[src/rtl/irq_ctrl_if.sv]
// Bus-side register port of the interrupt controller: word address,
// decoded write strobe, write data and combinational read data.
interface irq_ctrl_if;
    logic [29:0] Addr;
    logic        WE;
    logic [31:0] Din;
    logic [31:0] Dout;

    // Bridge side drives the access, reads back Dout
    modport master (output Addr, output WE, output Din, input Dout);

    // Controller side decodes the access and returns read data
    modport slave (input Addr, input WE, input Din, output Dout);
endinterface

[src/rtl/irq_ctrl.sv]
// Interrupt controller: latches source events into pending bits with
// per-source edge/level mode and mask, counts newly raised enabled events,
// and drives a registered masked-pending vector to the CPU HWInt input.
module irq_ctrl #(
    parameter int NSRC = 6
) (
    input  logic            clk,
    input  logic            reset,
    irq_ctrl_if.slave       bus,
    input  logic [NSRC-1:0] irq_src,
    output logic [NSRC-1:0] HWInt
);

    localparam logic [1:0] REG_PEND = 2'd0;
    localparam logic [1:0] REG_MASK = 2'd1;
    localparam logic [1:0] REG_MODE = 2'd2;
    localparam logic [1:0] REG_ICNT = 2'd3;

    logic [NSRC-1:0] pend;
    logic [NSRC-1:0] mask;
    logic [NSRC-1:0] mode;
    logic [NSRC-1:0] prev;
    logic [31:0]     icnt;

    logic [1:0]      sel;
    logic            wr_pend;
    logic            wr_mask;
    logic            wr_mode;
    logic            wr_icnt;
    logic [NSRC-1:0] rise;
    logic [NSRC-1:0] w1c;
    logic [NSRC-1:0] pend_edge;
    logic [NSRC-1:0] pend_next;
    logic [NSRC-1:0] new_set;

    // Upper address bits are decoded by the bridge and intentionally ignored here
    logic unused_addr;
    assign unused_addr = ^bus.Addr[29:2];

    // Decode the access and compute next pending state; a rise beats a same-cycle clear
    always_comb begin
        sel       = bus.Addr[1:0];
        wr_pend   = bus.WE && (sel == REG_PEND);
        wr_mask   = bus.WE && (sel == REG_MASK);
        wr_mode   = bus.WE && (sel == REG_MODE);
        wr_icnt   = bus.WE && (sel == REG_ICNT);
        rise      = irq_src & ~prev;
        w1c       = wr_pend ? bus.Din[NSRC-1:0] : '0;
        pend_edge = rise | (pend & ~w1c);
        pend_next = (mode & pend_edge) | (~mode & irq_src);
        new_set   = pend_next & ~pend & mask;
    end

    // Register state; reset overrides writes and source activity
    always_ff @(posedge clk) begin
        if (!reset) begin
            pend  <= '0;
            mask  <= '0;
            mode  <= '0;
            prev  <= '0;
            icnt  <= '0;
            HWInt <= '0;
        end else begin
            prev  <= irq_src;
            pend  <= pend_next;
            HWInt <= pend & mask;
            if (wr_mask) mask <= bus.Din[NSRC-1:0];
            if (wr_mode) mode <= bus.Din[NSRC-1:0];
            if (wr_icnt)       icnt <= bus.Din;
            else if (|new_set) icnt <= icnt + 32'd1;
        end
    end

    // Combinational read mux; narrow registers are zero-extended
    always_comb begin
        bus.Dout = '0;
        case (sel)
            REG_PEND: bus.Dout = 32'(pend);
            REG_MASK: bus.Dout = 32'(mask);
            REG_MODE: bus.Dout = 32'(mode);
            default:  bus.Dout = icnt;
        endcase
    end

endmodule

[src/flat_wrapper.sv]
// flat-port wrapper written by rule: the top's interface ports become plain ports
module irq_ctrl_flat 
#(
    parameter int NSRC = 6
)
  (clk, reset, irq_src, HWInt, bus_Addr, bus_WE, bus_Din, bus_Dout);
  irq_ctrl_if bus_i ();
  input  logic clk;
  input  logic reset;
  input  logic [NSRC-1:0] irq_src;
  output logic [NSRC-1:0] HWInt;
  input wire logic [$bits(bus_i.Addr)-1:0] bus_Addr;
  input wire logic [$bits(bus_i.WE)-1:0] bus_WE;
  input wire logic [$bits(bus_i.Din)-1:0] bus_Din;
  output wire logic [$bits(bus_i.Dout)-1:0] bus_Dout;
  assign bus_i.Addr = bus_Addr;
  assign bus_i.WE = bus_WE;
  assign bus_i.Din = bus_Din;
  assign bus_Dout = bus_i.Dout;
  irq_ctrl #(.NSRC(NSRC)) u_core (.clk(clk), .reset(reset), .bus(bus_i), .irq_src(irq_src), .HWInt(HWInt));
endmodule
[config.mk]
export PLATFORM = sky130hd
export DESIGN_NAME = irq_ctrl_flat
export DESIGN_NICKNAME = d
export VERILOG_FILES = /design/src/rtl/irq_ctrl_if.sv /design/src/rtl/irq_ctrl.sv /design/src/flat_wrapper.sv
export SDC_FILE = /design/constraint.sdc
export NUM_CORES = 1
export LEC_CHECK = 0
export ABC_CLOCK_PERIOD_IN_PS = 2600
export CAP_MARGIN = 0
export CORE_MARGIN = 5
export CORE_UTILIZATION = 40
export DETAILED_ROUTE_END_ITERATION = 12
export GPL_TIMING_DRIVEN = 1
export PLACE_DENSITY = 0.71
export SLEW_MARGIN = 10
export SYNTH_ARGS = -nofsm -noshare
export SYNTH_HDL_FRONTEND = slang
export SYNTH_SLANG_ARGS = --single-unit
export TNS_END_PERCENT = 10
[constraint.sdc]
create_clock -name clk -period 2.6 [get_ports clk]
set_clock_uncertainty 0.15 [all_clocks]
set_input_delay 0.65 -clock clk [delete_from_list [all_inputs] [get_ports clk]]
set_output_delay 0.65 -clock clk [all_outputs]
set_load 0.1 [all_outputs]
### After elaboration in Yosys (flattened, before gate mapping)

Index checks and enable logic that the tools add are counted.

* add/sub/neg operators: 1
* equality and inequality tests: 3
* mux-type cells: 4
* bitwise logic cells: 13
* reductions and logical operators: 7

Operators with widths (number)
* $pmux 32 s3: 1
* $mux 32: 2
* $and 6x6->6: 7
* $add 32x1->32 const B: 1
* $not 6->6: 4
* $or 6x6->6: 2
* $mux 6: 1
* $reduce_or 6->1: 1
* $eq 2x2->1 const B: 2
* $logic_and 1x1->1: 4
* $eq 2x1->1 const B: 1
* $logic_not 2->1: 1
* $reduce_bool 2->1: 1

* bits in registers: 62
* input bits: 71
* word-level logic and storage cells: 34

### Logic depth before layout (Yosys ltp)

* depth in word-level cells: 13
* gate-level depth with buffers: 8
* mapped depth without buffers: 5

### Worst setup path after synthesis

Ideal clock, no wire load.

* path type: input-to-output
* start: input bus_Addr[1]
* end: output bus_Dout[10]
* data arrival time: 2.310 ns
* data required time: 1.800 ns
* slack: -0.510 ns
* cell stages on the path: 4
* path buffers: 3
* cells stage by stage: clkbuf_1 clkbuf_1 clkbuf_1 and3_1

* longest elaborated chain between the ends: 2

RTL lines
* from (decl): RTL line flat_wrapper.sv:12 `input wire logic [$bits(bus_i.Addr)-1:0] bus_Addr;`
* $eq 2x2->1, or another cell as far along: RTL line irq_ctrl.sv:77 `case (sel)`
* $pmux 32 s3 (*): RTL line irq_ctrl.sv:77
* to (decl): RTL line flat_wrapper.sv:15 `output wire logic [$bits(bus_i.Dout)-1:0] bus_Dout;`

Every way passes the cells marked *; elsewhere a longest branch is shown, timed or not.

### Final worst setup path

* start: input bus_Addr[1]
* end: output bus_Dout[3]

Same word-level chain as after synthesis.

==> metrics.cfg <==
[status]
outcome = finished, final reports clean

[layout]
drive_gt1_frac = 0.258
nets = 547
area_growth_pct = 51.2
final_util = 0.614
antenna_cells = 0
layout_common_cells = dfxtp_1, clkdlybuf4s50_1, buf_12
design_area_um2 = 4970
final-instance-count-excl-fill = 585
layout_commonest_cell = dfxtp_1

[setup_path]
worst_path_most_repeated_cell = buf_12
worstPathMaxFanout = 5
reg2reg_slack_ps = 280
cp_top_family = buffers and inverters
worst-path-stages = 4
cp_slowest_stage_delay_ps = 550
start_kind = input pin
endpoint_kind = output pin
path_buf_inv = 3
cp_slowest_cell = mux4_2
r2r_end = u_core.icnt[26]
r2r_cells = 5
required_ps = 1800
timing.critical_path.cells = clkdlybuf4s15_1 -> buf_12 -> mux4_2 -> buf_12
rr_startpoint = u_core.icnt[3]
cp.arrival_ps = 1780
crit_type = input pin to output pin

[logic_synthesis]
async_flop_share = 0
synth_area_um2 = 3290
yosysSeqAreaShare = 0.378
synth-edff-count = 0
ys_types = 46
postSynthCellCount = 388
ys.flop_type = dfxtp_1
yosysTopAreaCellShare = 0.378
synth_area_per_cell_um2 = 8.47
synth-seq-cells = 62
synth_nets = 460
synth_area_leaders = dfxtp_1, and3_1, o21ai_0, a31oi_1, mux2i_1
ys.warnings.count = 0
synth_area_leader_cell = dfxtp_1

[timing]
max_freq_mhz = 387
fin_crit_sh = 0.994
drv_slew = 0
worst_slew_pin_slew_ps = 659
slew_headroom = 0.557
rsz0062_at_grt = false
min_period_ps = 2580
setup_viol = 0
hold_viol_final = 0
fin_ws_ps = 16.3

[floorplan]
die_x_um = 101
io_pins = 109
die_h_um = 101
floorplan.initialDensity = 0.406
coreArea_um2 = 8090
die-area_um2 = 10100
rows = 33

[placed_design]
place_ws_ps = -346
place_area_um2 = 4730
dp.cells = 568
placement.io_buffers = 80
gp_congestion = 0.861
dp_hpwl_mm = 6.92

[clock_tree]
cts_root_buf = clkbuf_8
clock_sinks = 62
cts.clk_slew.worst_paths_ps = 80
numCtsBuffers = 9
cts_tree = built
clockBufferDepth = 2
h-tree-depth = 3
ctsHoldBuffers = 0
clock_latency_ps = 350

[pwr]
seqPwrFrac = 0.417
netSwitchingPower_uw = 703
power_mw = 2.48
comb_power_share = 0.186
p_clk_frac = 0.397
p_leak_nw = 1.90
p_int_mw = 1.78
powerDensity_nw_per_um2 = 500
switching_share = 0.283
ir_drop_v = 0.000300

[global_route]
grt_usage = 0.190
grt_pass1_wl_mm = 15.5
grt-ovfl-total = 0
grt_max_degree = 45
grt_pass1_vias = 3165
antenna_found_initial = 0

[hold_path]
min-delay-start = u_core.icnt[31]
whs_path_depth = 1
hold_path.class = register to register
holdPathEnd = u_core.icnt[31]

[job]
max_cap_viol_count = 0

[route]
routedLengthMet1_mm = 4.17
avgRoutedWirePerCell_um = 16.2
wl_met3_um = 456
drt_first_pass_iters = 4
initialDrtViolationCount = 207
drt_wl_total_mm = 9.49
antenna_left = 0
routed_via_density = 5.67
highest_layer = met4
met2WireLength_mm = 4.73
num_vias = 3318
drc = 0

-- per-stage QoR --
| step | hold slack, ps | TNS, ps |
|---|---|---|
| finish | 340 | 0 |
| global route | 360 | 0 |
| CTS | 339 | 0 |
| detailed placement | 327 | -8730 |
| global placement | 315 | -8130 |
| floorplan | 289 | -2110 |
-- power by group through the flow --
stage | sequential, mW | combinational [mW] | clock, mW
floorplan | 1.05 | 0.244 | 0
global placement | 1.05 | 0.451 | 0
detailed placement | 1.06 | 0.457 | 0
CTS | 1.03 | 0.461 | 0.997
global route | 1.04 | 0.490 | 1.03
finish | 1.04 | 0.461 | 0.985
-- state kept, by name (all words and copies together) (netlist names) --
register,count
u_core.mask,6
u_core.HWInt,6
u_core.pend,6
u_core.mode,6
u_core.prev,6
u_core.icnt,32
-- cell usage after synthesis, types with 4 or more instances --
master,count
mux4_2,4
and3_1,36
a21oi_1,10
nand4_1,7
inv_1,10
or4_1,9
mux2i_1,13
a21boi_0,5
and2_1,8
a311oi_1,6
or3_1,6
nor2_1,21
o31ai_1,11
a31oi_1,27
xnor2_1,10
clkbuf_1,27
dfxtp_1,62
nand3_1,13
and4_1,4
nand2_1,22
o21ai_0,37
-- kinds of logic after synthesis --
group / share of synthesized area
and+or+nand+nor: 0.253
AOI/OAI and AO/OA: 0.202
DFF: 0.378
buffers and inverters: 0.0541
muxes: 0.0830
xor gates and xnor gates: 0.0266
adders and majority gates: 0.00381
-- area by class of cell --
type | instances | area, um^2
Multi-Input combinational cell | 283 | 1910
Tap cell | 105 | 131
Clock inverter | 6 | 93.8
Timing Repair Buffer | 109 | 1410
Clock buffer | 10 | 138
Fill cell | 687 | 3120
Inverter | 10 | 37.5
Sequential cell | 62 | 1240
-- metal layers --
layer | vias up | track usage
met5 | - | 0
met4 | 0 | 0.0622
met3 | 9 | 0.0304
met2 | 88 | 0.313
met1 | 1578 | 0.252
li1 | 1643 | -
-- worst max-delay path by stage --
stage | end | startpoint | slack [ps]
after floorplan | bus_Dout[2] | bus_Addr[0] | -190
after global placement | bus_Dout[4] | bus_Addr[1] | -360
after detailed placement | bus_Dout[3] | bus_Addr[1] | -350
after CTS | bus_Dout[3] | bus_Addr[1] | 20
after global routing | u_core.icnt[14] | irq_src[4] | 1
final | bus_Dout[3] | bus_Addr[1] | 20
-- repair_timing --
item,in CTS,in global routing
buffers inserted,1,0
pin swaps,0,0
setup endpoints to repair,32,11
resized for setup,8,4
Power figures use the tool's default switching activity.
